$ cat config.mk
export PLATFORM = sky130hd
export DESIGN_NAME = wb_data_sel_seq
export DESIGN_NICKNAME = d
export VERILOG_FILES = /design/src/rtl/wb_data_sel_seq_pkg.sv /design/src/rtl/wb_data_sel_seq_load_extend.sv /design/src/rtl/wb_data_sel_seq.sv
export SDC_FILE = /design/constraint.sdc
export NUM_CORES = 1
export LEC_CHECK = 0
export CORE_MARGIN = 8
export CORE_UTILIZATION = 35
export CTS_CLUSTER_DIAMETER = 120
export DETAILED_ROUTE_END_ITERATION = 8
export GPL_ROUTABILITY_DRIVEN = 0
export GPL_TIMING_DRIVEN = 0
export PLACE_DENSITY_LB_ADDON = 0.2
export SYNTH_ARGS = -nofsm -noshare
export SYNTH_HDL_FRONTEND = slang
export SYNTH_SLANG_ARGS = --single-unit
$ cat constraint.sdc
create_clock -name clk -period 3.6 [get_ports clk]
set_input_delay 0.54 -clock clk [delete_from_list [all_inputs] [get_ports clk]]
set_output_delay 0.54 -clock clk [all_outputs]
set_load 0.02 [all_outputs]
$ cat src/rtl/wb_data_sel_seq_pkg.sv
// Shared types and default widths for the registered write-back data selector.
// Selector, load-size and FSM state encodings live here.
package wb_data_sel_seq_pkg;

  localparam int N  = 32;
  localparam int Pb = 32;

  typedef enum logic [1:0] {
    WB_ALU  = 2'd0,
    WB_MEM  = 2'd1,
    WB_LINK = 2'd2,
    WB_IMM  = 2'd3
  } wb_sel_t;

  typedef enum logic [1:0] {
    LD_B = 2'd0,
    LD_H = 2'd1,
    LD_W = 2'd2
  } ld_size_t;

  typedef enum logic [1:0] {
    IDLE     = 2'd0,
    WAIT_MEM = 2'd1
  } wb_state_t;

endpackage

$ cat src/rtl/wb_data_sel_seq_load_extend.sv
// Combinational sub-word load alignment and sign/zero extension.
// Also flags misaligned half and word accesses.
module load_extend #(
  parameter int N = wb_data_sel_seq_pkg::N
) (
  input  logic [N-1:0] dm_q,
  input  logic [1:0]   ld_size,
  input  logic         ld_uns,
  input  logic [1:0]   addr_lo,
  output logic [N-1:0] ext_q,
  output logic         misalign
);
  import wb_data_sel_seq_pkg::*;

  logic [7:0]  byte_v;
  logic [15:0] half_v;

  assign byte_v = dm_q[{addr_lo, 3'b000} +: 8];
  assign half_v = dm_q[{addr_lo[1], 4'b0000} +: 16];

  // The unused size encoding behaves as a full word access.
  always_comb begin
    ext_q    = dm_q;
    misalign = 1'b0;
    case (ld_size_t'(ld_size))
      LD_B: begin
        ext_q = ld_uns ? N'(byte_v) : {{(N-8){byte_v[7]}}, byte_v};
      end
      LD_H: begin
        ext_q    = ld_uns ? N'(half_v) : {{(N-16){half_v[15]}}, half_v};
        misalign = addr_lo[0];
      end
      default: begin
        ext_q    = dm_q;
        misalign = (addr_lo != 2'b00);
      end
    endcase
  end

endmodule

$ cat src/rtl/wb_data_sel_seq.sv
// Registered write-back data selector with a variable-latency load path.
// Waits on dm_valid with a bounded timeout and flags misaligned loads.
module wb_data_sel_seq #(
  parameter int          N        = wb_data_sel_seq_pkg::N,
  parameter int          Pb       = wb_data_sel_seq_pkg::Pb,
  parameter int unsigned LINK_OFS = 4,
  parameter int unsigned TMO      = 15
) (
  input  logic          clk,
  input  logic          rst_n,
  input  logic          in_valid,
  output logic          in_ready,
  input  logic [1:0]    sel,
  input  logic [1:0]    ld_size,
  input  logic          ld_uns,
  input  logic [1:0]    addr_lo,
  input  logic [4:0]    rd_in,
  input  logic          we_in,
  input  logic [Pb-1:0] PC,
  input  logic [N-1:0]  R,
  input  logic [N-1:0]  imm,
  input  logic [N-1:0]  dm_q,
  input  logic          dm_valid,
  output logic [N-1:0]  D,
  output logic          D_valid,
  output logic [4:0]    rd_out,
  output logic          we_out,
  output logic          err,
  output logic          busy
);
  import wb_data_sel_seq_pkg::*;

  wb_state_t    state_q, state_d;
  logic [7:0]   cnt_q, cnt_d;
  logic [1:0]   size_q, size_d;
  logic [1:0]   addr_q, addr_d;
  logic         uns_q, uns_d;
  logic [4:0]   lrd_q, lrd_d;
  logic         lwe_q, lwe_d;

  logic [N-1:0] d_d;
  logic [4:0]   rd_d;
  logic         we_d, dv_d, err_d;

  logic [Pb-1:0] link_pc;
  logic [N-1:0]  link_val, sel_val, ext_q;
  logic          misalign;

  assign link_pc  = PC + Pb'(LINK_OFS);
  assign link_val = N'(link_pc);

  assign in_ready = (state_q == IDLE);
  assign busy     = (state_q == WAIT_MEM);

  load_extend #(.N(N)) u_load_extend (
    .dm_q     (dm_q),
    .ld_size  (size_q),
    .ld_uns   (uns_q),
    .addr_lo  (addr_q),
    .ext_q    (ext_q),
    .misalign (misalign)
  );

  always_comb begin
    sel_val = R;
    case (wb_sel_t'(sel))
      WB_LINK: sel_val = link_val;
      WB_IMM:  sel_val = imm;
      default: sel_val = R;
    endcase
  end

  always_comb begin
    state_d = state_q;
    cnt_d   = cnt_q;
    size_d  = size_q;
    addr_d  = addr_q;
    uns_d   = uns_q;
    lrd_d   = lrd_q;
    lwe_d   = lwe_q;
    d_d     = D;
    rd_d    = rd_out;
    we_d    = we_out;
    dv_d    = 1'b0;
    err_d   = 1'b0;
    case (state_q)
      IDLE: begin
        if (in_valid) begin
          if (wb_sel_t'(sel) == WB_MEM) begin
            size_d  = ld_size;
            addr_d  = addr_lo;
            uns_d   = ld_uns;
            lrd_d   = rd_in;
            lwe_d   = we_in;
            cnt_d   = '0;
            state_d = WAIT_MEM;
          end else begin
            d_d  = sel_val;
            rd_d = rd_in;
            we_d = we_in;
            dv_d = 1'b1;
          end
        end
      end
      WAIT_MEM: begin
        cnt_d = cnt_q + 8'd1;
        // A response on the timeout cycle still completes the load normally.
        if (dm_valid) begin
          dv_d    = 1'b1;
          rd_d    = lrd_q;
          state_d = IDLE;
          if (misalign) begin
            d_d   = '0;
            we_d  = 1'b0;
            err_d = 1'b1;
          end else begin
            d_d  = ext_q;
            we_d = lwe_q;
          end
        end else if (cnt_q == 8'(TMO)) begin
          dv_d    = 1'b1;
          err_d   = 1'b1;
          d_d     = '0;
          we_d    = 1'b0;
          rd_d    = lrd_q;
          state_d = IDLE;
        end
      end
      default: state_d = IDLE;
    endcase
  end

  always_ff @(posedge clk or negedge rst_n) begin
    if (!rst_n) begin
      state_q <= IDLE;
      cnt_q   <= '0;
      size_q  <= '0;
      addr_q  <= '0;
      uns_q   <= 1'b0;
      lrd_q   <= '0;
      lwe_q   <= 1'b0;
      D       <= '0;
      rd_out  <= '0;
      we_out  <= 1'b0;
      D_valid <= 1'b0;
      err     <= 1'b0;
    end else begin
      state_q <= state_d;
      cnt_q   <= cnt_d;
      size_q  <= size_d;
      addr_q  <= addr_d;
      uns_q   <= uns_d;
      lrd_q   <= lrd_d;
      lwe_q   <= lwe_d;
      D       <= d_d;
      rd_out  <= rd_d;
      we_out  <= we_d;
      D_valid <= dv_d;
      err     <= err_d;
    end
  end

endmodule
After elaboration in Yosys (flattened, before gate mapping)
Index checks and enable logic that the tools add are counted.

storage, ports and cells
  register bits after elaboration = 61
  input bits = 145
  output and inout bits = 42
  logic and storage cells = 72

cells by class
  $add $sub $neg = 2
  equality and inequality tests = 10
  shifts and indexed selects = 2
  muxes and demuxes = 38
  reductions and logical operators = 8

operators by type and width
  kind                   count
  $mux 32                7
  $pmux 32 s2            3
  $add 32x3->32 const B  1
  $shiftx 32x6->16       1
  $shiftx 32x6->8        1
  $mux 5                 4
  $mux 8                 2
  $pmux 8 s2             1
  $mux 1                 12
  $pmux 5 s2             1
  $reduce_and 3->1       3
  $add 8x1->8 const B    1
  $eq 8x4->1 const B     1
  $mux 2                 4
  $eq 2x1->1 const B     3
  $pmux 1 s2             3
  $eq 2x2->1 const B     2
  $logic_not 2->1        2
  $ne 2x2->1 const B     2
  $pmux 2 s2             1
  $reduce_and 4->1       1
  $reduce_bool 2->1      2
  $ne 3x2->1 const B     1
  $ne 2x1->1 const B     1

Logic depth before layout (Yosys ltp)
  depth in word-level cells = 6
  mapped depth = 10
  gate-level depth less buffers = 7

Hierarchy
Synthesis repeated with hierarchy kept, for this count alone.

unflattened totals
  cells, all modules = 583
  area, all modules = 4578.1 µm²

by module, submodules not included
  module           times used  cells each  area each (µm²)  sequential area each (µm²)
  wb_data_sel_seq  1           458         3818.7           1501.4
  load_extend      1           125         759.5            0.0

Worst setup path after synthesis
No wires, ideal clock.

  path kind = input to register
  start = in PC[2]
  end = reg D[28]
  setup time = 0.066 ns
  arrival = 2.245 ns
  data required time = 3.534 ns
  path slack = 1.289 ns
  cell stages on the path = 7
  cell sequence = ha_1 nand3_1 or3_1 buf_2 or4_1 a21oi_1 o32a_1

between the ends
  cells in the longest elaborated chain, start to end = 5

ends and longest elaborated chain
  item                    RTL line                text
  start: declaration      wb_data_sel_seq.sv:19   input logic [Pb-1:0] PC,
  $add 32x3->32           wb_data_sel_seq.sv:49   assign link_pc = PC + Pb'(LINK_OFS);
  $pmux 32 s2             wb_data_sel_seq.sv:66   case (wb_sel_t'(sel))
  $mux 32                 wb_data_sel_seq.sv:89   if (wb_sel_t'(sel) == WB_MEM) begin
  $mux 32                 wb_data_sel_seq.sv:88   if (in_valid) begin
  $pmux 32 s2             wb_data_sel_seq.sv:86   case (state_q)
  end signal: assignment  wb_data_sel_seq.sv:142  D <= '0;
  end signal: assignment  wb_data_sel_seq.sv:155  D <= d_d;
  end: declaration        wb_data_sel_seq.sv:24   output logic [N-1:0] D,

Every way passes these cells. The select of a mux whose other input is x is not followed.
A chain may end at the register's enable or synchronous reset.

Final worst setup path
  start = in sel[0]
  end = reg D[23]

between the ends
  cells in the longest elaborated chain, start to end = 5
  elaborated cells between the ends (all ways) = 9

ends and longest elaborated chain
  item                RTL line               text
  start: declaration  wb_data_sel_seq.sv:13  input logic [1:0] sel,
  $eq 2x2->1          wb_data_sel_seq.sv:66
  $pmux 32 s2         wb_data_sel_seq.sv:66
  $mux 32             wb_data_sel_seq.sv:89
  $mux 32             wb_data_sel_seq.sv:88
  $pmux 32 s2         wb_data_sel_seq.sv:86

Parallel ways exist; a longest one is shown, timed or not. The select of a mux whose other input is x is not followed.

==> impl_metrics.ini <==
[floorplanning]
die_w_um = 126.9
initial_core_util_pct = 35.86
boundaryPins = 187
core_um2 = 12010
die_y_um = 126.9
row_count = 40
die-area_um2 = 16110

[timing]
whs_ns = 0.1895
slew_viol_final = 0
rsz0062_at_grt = false
final.setup.tns_ns = 0
finalCriticalPeriod_ns = 3.054
timing.final.crit_share_pct = 84.83
tightest_slew_ns = 0.7771
setup_viol = 0
fin_skew_ns = 0.005203
fmax_mhz = 327.5
finalHoldViolations = 0
relSlewSlack_pct = 48.19

[clock_tree]
htree_num_levels = 3
cts_hold_buf = 0
cts-root-buf = clkbuf_16
path_clk_slew_ns = 0.06
cts_setup_buffers = 0
worstSkewPairLatency_ns = 0.33
clockBufferDepth = 2
cts_buffers = 9
cts.repair.resized = 0
clock-sinks = 60
cts_tree = done

[critical_path]
cp-start-kind = primary input
cp_common_cell = clkbuf_1
slowest_delay_ns = 0.53
crit_family = buffers and inverters
ff2ff_path_depth = 9
rr_startpoint = state_q[0]
reg2reg_to = D[23]
crit_slowest_cell = clkdlybuf4s50_1
path_class = primary input to register
worst-path-buf-inv = 4
crit_required_ns = 3.85
regToRegSetupSlack_ns = 0.92
cp.arrival_ns = 3.31
cp_cell_sequence = clkdlybuf4s50_1 -> nor2b_1 -> or2_1 -> clkbuf_1 -> o21a_1 -> buf_2 -> clkbuf_1 -> a21oi_1 -> a31oi_1
end_kind = register
cp_max_fo = 10

[power]
fin_total_pwr_uw = 4331
p_per_area_nw_per_um2 = 646.6
power.leakage_uw = 0.002584
ir_drop_mv = 0.3397

[routing]
drt_first_pass_iters = 6
wl_um = 18920
topRoutingLayerUsed = met4
route.detailed.drc = 0
wl_per_cell_um = 21.40
met1_length_um = 7630
drt_iter0_markers = 526
vias = 5252
wl_met2_um = 8883
drt-vias-per-instance = 5.941
ant_nets = 0
dr_wl_met3_um = 1831

[global_routing]
grt-ovfl-total = 0
grt_pass1_wl_um = 28520
grt_max_degree = 40
grt_util_all_layers_pct = 22.70
antenna_found_initial = 1
grt_pass1_vias = 5162

[synthesis]
async_reset_ff_share_pct = 100.0
synth_cell_type_count = 67
yosysWarnings = 0
netlist_area_um2 = 4308
yosys-top-cells-area = dfrtp_1, o21ai_0, nand2_1, nor2_1, a21oi_1
avgSynthCellArea_um2 = 8.067
synth_edf_count = 0
synth_top_area_cell = dfrtp_1
syn-num-nets = 681
syn-instance-count = 534
synth.top_cell.area_share_pct = 34.85
synth_seq_cells = 60
synth_top_flop_cell = dfrtp_1
ys_seq_area_share_pct = 34.85

[layout]
fin_cells = 884
multiInputGateArea_um2 = 2576
seq_area_um2 = 1501
fillers = 1123
num-nets-final = 878
syn2layout_area_growth_pct = 55.47
drive_above_1_share_pct = 6.114

[outcome]
status = finished, final reports clean

[min_path]
hold_class = primary input to async pin

[place]
portBuffers = 185
dp_hpwl_um = 15080
dp_cells = 867

[run]
cap_violations = 0
synthesized netlist by cell type (4+ instances only):
cell	instances
nand3_1	18
nor2_1	40
nand4_1	11
o22ai_1	8
a31oi_1	15
a22oi_1	17
mux2i_1	9
nand2b_1	11
nor3_1	7
xnor2_1	6
a222oi_1	4
mux2_2	6
xor2_1	6
dfrtp_1	60
a21oi_1	27
clkbuf_1	27
a221oi_1	8
and4_1	6
o221ai_1	5
buf_2	7
o22a_1	8
o21ai_0	56
a211o_1	4
nand2_1	74
a221o_1	4
nor4_1	7
o21a_1	5
inv_1	17
layout make-up:
type | count | area share (%)
clock inverters | 5 | 1.252
plain buffers | 38 | 2.372
multi-input cells | 417 | 38.46
flip-flops and latches | 60 | 22.42
diodes | 1 | 0.03736
repair buffers | 186 | 27.87
clock buffers | 11 | 3.774
inverters | 19 | 1.065
well taps | 147 | 2.746
logic make-up after synthesis:
group / synth area share (%)
AND/OR/NAND/NOR: 22.42
AO/OA/AOI/OAI: 29.83
flip-flops: 34.85
buffers and inverters: 5.344
multiplexers: 4.531
XOR/XNOR: 2.440
adder cells (fa/ha/maj): 0.5808
layer usage:
layer,vias up,GRT usage (%)
met5,-,0
met3,37,6.368
met1,2497,28.17
met4,0,8.328
met2,310,36.73
li1,2408,-
worst max-delay path by stage:
| stage | start | end | slack [ns] | depth (start not counted) |
|---|---|---|---|---|
| after global placement | rst_n | D[3] | 0.02 | 1 |
| after CTS | sel[0] | D[23] | 0.56 | 9 |
| final | sel[0] | D[23] | 0.55 | 9 |
| after global routing | sel[0] | D[23] | 0.39 | 9 |
| after floorplan | PC[2] | D[28] | 1.29 | 7 |
| after detailed placement | sel[0] | D[23] | 0.23 | 9 |
cell usage in the layout (no fill, tap or decap), types with 4 or more instances in the layout:
master,synthesis,final
o21ai_0,56,56
a31oi_1,15,15
buf_2,7,8
a222oi_1,4,4
xnor2_1,6,6
and4_1,6,6
nand3_1,18,18
mux2i_1,9,9
nand2_1,74,74
clkbuf_1,27,27
a211o_1,4,4
o221ai_1,5,5
clkdlybuf4s50_1,0,184
a22oi_1,17,17
nand2b_1,11,11
clkbuf_16,0,9
nor3_1,7,7
mux2_2,6,6
o21a_1,5,5
o22a_1,8,8
a221o_1,4,4
o22ai_1,8,8
xor2_1,6,6
inv_1,17,17
nand4_1,11,11
nor2_1,40,40
a21oi_1,27,27
dfrtp_1,60,60
nor4_1,7,7
a221oi_1,8,8
metrics by stage:
| stage | setup slack, ns | utilization [%] | cell area [um2] |
|---|---|---|---|
| after detailed placement | 0.2257 | 52.94 | 6359 |
| after global routing | 0.3901 | 55.76 | 6698 |
| after global placement | 0.02486 | 52.81 | 6344 |
| final | 0.5462 | 55.76 | 6698 |
| after CTS | 0.5612 | 55.74 | 6695 |
| after floorplan | 1.289 | - | 4308 |
flip-flops by register name (all words and copies together) (netlist names), 2 cells and up:
| signal | flops |
|---|---|
| lrd_q | 5 |
| size_q | 2 |
| addr_q | 2 |
| D | 32 |
| rd_out | 5 |
| cnt_q | 8 |
power breakdown:
group	switching, uW	internal, uW
registers	198	971
clock network	315	644
logic	1230	969
total	1750	2580
worst reg2reg max path: stages, from the launching register on:
cell and delay, ns:
dfrtp_1 0.35, buf_2 0.22, nand2b_1 0.25, or2_1 0.13, clkbuf_1 0.38, o21a_1 0.18, buf_2 0.25, clkbuf_1 0.51
a21oi_1 0.15, a31oi_1 0.19
Power figures use the tool's default switching activity.
